==> src/rtl/scaler_step_ctrl.sv <==
// rtl/scaler_step_ctrl.sv - computes the (4.12) horizontal scale step with a bit-serial divider
// and commits it to the scaler only on a vertical-sync rising edge.
module scaler_step_ctrl #(
  parameter int          WIDTH_BITS = 12,
  parameter logic [15:0] INIT_STEP  = 16'd4096
) (
  input  logic                  clk,
  input  logic                  rst,
  input  logic                  cfg_wr,
  input  logic [WIDTH_BITS-1:0] cfg_in_w,
  input  logic [WIDTH_BITS-1:0] cfg_out_w,
  input  logic                  vs_i,
  output logic [15:0]           scale_step,
  output logic                  step_upd,
  output logic                  cfg_busy,
  output logic                  pend_vld,
  output logic                  cfg_err
);

  localparam int DW = WIDTH_BITS + 12;
  localparam int CW = $clog2(DW);

  typedef enum logic [1:0] {IDLE, DIV, DONE} state_t;

  state_t                state, state_nxt;
  logic [DW-1:0]         dvd;
  logic [WIDTH_BITS-1:0] dvs;
  logic [WIDTH_BITS:0]   rem, rem_sh;
  logic [CW-1:0]         cnt;
  logic [15:0]           pending;
  logic                  vs_q;
  logic                  accept, reject, done, commit, q_bit, ovf;

  // dividend register doubles as the quotient register: quotient bits shift in at the LSB
  assign rem_sh   = {rem[WIDTH_BITS-1:0], dvd[DW-1]};
  assign q_bit    = (rem_sh >= {1'b0, dvs});
  assign done     = (state == DONE);
  assign ovf      = |dvd[DW-1:16];
  assign commit   = vs_i & ~vs_q & pend_vld;
  assign cfg_busy = (state != IDLE);

  always_ff @(posedge clk) begin
    if (rst) state <= IDLE;
    else     state <= state_nxt;
  end

  always_comb begin
    state_nxt = state;
    accept    = 1'b0;
    reject    = 1'b0;
    case (state)
      IDLE: begin
        if (cfg_wr) begin
          if ((cfg_in_w == '0) || (cfg_out_w == '0)) begin
            reject = 1'b1;
          end else begin
            accept    = 1'b1;
            state_nxt = DIV;
          end
        end
      end
      DIV:     if (cnt == '0) state_nxt = DONE;
      DONE:    state_nxt = IDLE;
      default: state_nxt = IDLE;
    endcase
  end

  always_ff @(posedge clk) begin
    if (rst) begin
      dvd        <= '0;
      dvs        <= '0;
      rem        <= '0;
      cnt        <= '0;
      pending    <= '0;
      pend_vld   <= 1'b0;
      scale_step <= INIT_STEP;
      step_upd   <= 1'b0;
      cfg_err    <= 1'b0;
      vs_q       <= 1'b0;
    end else begin
      vs_q     <= vs_i;
      step_upd <= commit;
      if (accept) begin
        dvd     <= {cfg_in_w, 12'b0};
        dvs     <= cfg_out_w;
        rem     <= '0;
        cnt     <= CW'(DW - 1);
        cfg_err <= 1'b0;
      end
      if (reject) cfg_err <= 1'b1;
      if (state == DIV) begin
        rem <= q_bit ? (rem_sh - {1'b0, dvs}) : rem_sh;
        dvd <= {dvd[DW-2:0], q_bit};
        cnt <= cnt - 1'b1;
      end
      if (done) begin
        pending <= ovf ? 16'hFFFF : dvd[15:0];
        if (ovf) cfg_err <= 1'b1;
      end
      // commit reads the pre-edge pending value; a same-edge DONE keeps its result pending
      if (commit) scale_step <= pending;
      pend_vld <= done | (pend_vld & ~commit);
    end
  end

endmodule

==> config.mk <==
export PLATFORM = sky130hd
export DESIGN_NAME = scaler_step_ctrl
export DESIGN_NICKNAME = d
export VERILOG_FILES = /design/src/rtl/scaler_step_ctrl.sv
export SDC_FILE = /design/constraint.sdc
export NUM_CORES = 1
export LEC_CHECK = 0
export ABC_AREA = 0
export CORE_ASPECT_RATIO = 0.5
export CORE_MARGIN = 3
export CORE_UTILIZATION = 56
export DETAILED_ROUTE_END_ITERATION = 12
export GPL_TIMING_DRIVEN = 0
export HOLD_SLACK_MARGIN = 0.08
export PLACE_DENSITY = 0.8
export REMOVE_ABC_BUFFERS = 1
export SETUP_SLACK_MARGIN = 0.5
export SLEW_MARGIN = 20
export SYNTH_ARGS = -nofsm -noshare
export SYNTH_HDL_FRONTEND = slang
export SYNTH_SLANG_ARGS = --single-unit
==> constraint.sdc <==
create_clock -name clk -period 2.8 [get_ports clk]
set_input_delay 0.42 -clock clk [delete_from_list [all_inputs] [get_ports clk]]
set_output_delay 0.42 -clock clk [all_outputs]
set_load 0.02 [all_outputs]
==> key figures <==
Run status
  • Status: finished clean

GRT
  • Initial antenna violation count: 0
  • Global-route wire length before repair: 16410 um
  • Total track usage: 24.50%
  • Vias in the first global route: 3530
  • Largest net degree at the start of global routing: 73
  • Total grt overflow: 0

Clock network
  • Clock tree from TritonCTS: done
  • Clock-pin slew on the worst setup and hold paths: 0.06 ns
  • Worst-case clock buffer depth: 2
  • Clock Latency Late Sink: 0.35 ns
  • CTS sink count: 91
  • CTS Buf Count: 9
  • CTS hold repair buffers: 0
  • H-tree Lvls: 3
  • CTS root buf: clkbuf_16

Critical path
  • R2r setup slk: 0.48 ns
  • WP data required: 3.03 ns
  • Worst-path fanout max: 7
  • CP Data Arrival Time: 2.56 ns
  • Critical path class: flop to flop
  • CP startpoint kind: flop
  • Critical Path Sink Type: flop

Power
  • P_sw: 1.210 mW
  • Seq pwr share: 38.3%
  • Power per standard cell area: 725.4 nW/um2
  • Switching Fraction: 31.73%
  • Clock power share: 32.2%
  • Pleak: 1.946 nW
  • Logic pwr share: 29.5%
  • Internal power: 2.602 mW
  • Peak supply drop: 0.4385 mV

Detailed routing
  • Vias per Instance: 5.796
  • DRT Pass-1 Iters: 5
  • Routed wire length on met3: 559 um
  • Residual DRC count: 0
  • Wire per inst: 15.77 um
  • Detailed Route WL: 10140 um
  • WL met1: 4418 um
  • Via Count: 3727
  • Met2 wire length: 4872 um
  • DRT iter0 DRCs: 243
  • Antenna-violating nets left: 0
  • Top sig layer: met4

Yosys
  • Mean Syn Cell Area: 8.220 um2
  • Number of enable flip-flop cells after synthesis: 0
  • Most common cell in the synthesized netlist: nand2_1
  • Post-Syn Area: 4126 um2
  • Ys Warns: 0
  • Yosys cell types: 52
  • Leading area contributor after synthesis: dfxtp_1
  • Top post-synthesis cells by area: dfxtp_1, nand2_1, a21oi_1
  • Synth cell count leaders: nand2_1, dfxtp_1, nor2_1
  • Syn Inst Count: 502
  • Primary FF master, synth: dfxtp_1
  • Register area share after synthesis: 44.15%
  • Seq cells post-synth: 91
  • Async SR Flop Fraction: 0%
  • Post-synth top area share: 44.15%

Floorplan
  • Die area: 8497 um2
  • Initial Util: 59.71%
  • Die Y-Extent: 66.70 um
  • Top Ports: 48
  • Die X-Extent: 127.4 um
  • Num rows: 21
  • Core footprint: 6910 um2

STA
  • Clock skew: 0.005183 ns
  • Final Critical Period: 2.323 ns
  • Max-slew violation count: 0
  • Final Hold Vio Count: 0
  • Worst hold slack: 0.3407 ns
  • RSZ-0062 raised after global routing: false
  • Slew @ Worst Pin: 0.7036 ns
  • Setup TNS: 0 ns
  • Worst slew margin: 52.95%
  • Tcrit/Tclk final: 82.96%
  • Fmax: 0.4305 GHz
  • Final setup vio count: 0

Final layout
  • Antenna cell count: 0
  • Final nets: 589
  • Layout cells sized above 1: 11.62%
  • Syn-to-layout area delta: 27.35%

Place
  • Dpl hpwl: 5929 um
  • Port Buffer Count: 47
  • Gpl congestion: 0.8702

Run
  • Max_cap viols: 0

Hold path
  • Min-delay worst type: input port to flop
[final timing paths]
| kind | startpoint | to | cells past startpoint |
|---|---|---|---|
| worst max-delay path | dvs[7]$_SDFFE_PP0P_ | rem[11]$_SDFFE_PP0P_ | 8 |
| worst min-delay path | rst | scale_step[5]$_SDFFE_PP0P_ | 2 |
| worst max register to register | dvs[7]$_SDFFE_PP0P_ | rem[11]$_SDFFE_PP0P_ | 8 |
| worst min register to register | scale_step[6]$_SDFFE_PP0P_ | scale_step[6]$_SDFFE_PP0P_ | 2 |
[state kept, by name, summed over array words and instances, names as in the netlist]
register	cells
step_upd	1
state	2
dvs	12
cnt	5
scale_step	16
dvd	24
vs_q	1
pending	16
pend_vld	1
cfg_err	1
rem	12
[cell type report]
cell class	instances	area, um2
flip-flops and latches	91	1822
multi-input cells	365	2322
inverters	20	75.07
well taps	92	115.1
clock buffers	11	242.7
fillers	513	1655
clock inverters	5	60.06
repair buffers	59	618.1
[per-layer routing]
layer	vias up	GRT usage, %
met1	1740	28.91
met5	-	0
met2	111	42.28
met3	27	7.046
met4	0	10.29
li1	1849	-
[power groups by stage]
stage               Clock, mW  Combinational (mW)  Sequential, mW
global placement            0               0.859            1.47
floorplan                   0               0.671            1.46
finish                   1.23                1.12            1.46
CTS                      1.24               0.970            1.45
global route             1.31                1.21            1.47
detailed placement          0               0.894            1.48
[kinds of logic (layout without fill, tap and decap cells)]
group                      after synthesis  after routing  synth area share [%]
and+or+nand+nor                        200            201                 21.56
AOI/OAI and AO/OA                      129            130                 20.32
DFF                                     91             91                 44.15
buffers and inverters                   48             95                 4.791
adders and majority gates               15             15                 4.730
muxes                                   14             14                 3.396
xor gates and xnor gates                 5              5                 1.061
[per-stage QoR]
stage	area, um2	power (mW)	setup slack (ns)	util [%]	std cells
after floorplan	4004	2.131	-0.6288	-	474
after global placement	4589	2.331	-2.370	66.41	613
after detailed placement	4683	2.370	-0.6982	67.77	616
after CTS	5116	3.665	0.4859	74.04	641
after global routing	5255	3.988	0.3539	76.05	643
final	5255	3.812	0.4772	76.05	643
[worst max-delay path, cell delays in order, from the launching register on]
cell and delay [ns]:
dfxtp_1 0.32, inv_1 0.05, ha_1 0.36, o21ai_0 0.24
o21bai_2 0.13, and3_1 0.19, a2111oi_1 0.52, a21oi_1 0.13
a221o_1 0.27
[timing repair]
action,in CTS,in global routing
setup buffers,7,2
resized for setup,10,26
pin swaps,3,3
setup endpoints to repair,23,12
cloned,2,0
[placed cells by master (no fill, tap or decap), types with 3 or more instances in the layout]
| cell | instances |
|---|---|
| nand2_1 | 94 |
| dfxtp_1 | 91 |
| nor2_1 | 53 |
| a21oi_1 | 50 |
| clkdlybuf4s50_1 | 46 |
| inv_1 | 20 |
| a22oi_1 | 19 |
| a31oi_1 | 16 |
| mux2i_1 | 14 |
| clkbuf_16 | 9 |
| ha_1 | 8 |
| buf_4 | 8 |
| nor3_1 | 7 |
| o21ai_1 | 7 |
| nor2b_1 | 6 |
| nor4_1 | 5 |
| nand3b_1 | 5 |
| o21ai_0 | 5 |
| nand3_1 | 4 |
| ha_4 | 4 |
| nand2b_1 | 3 |
| nor4_2 | 3 |
| o31ai_1 | 3 |
| a221o_1 | 3 |
| xor2_1 | 3 |
(Power assumes the default switching activity.)
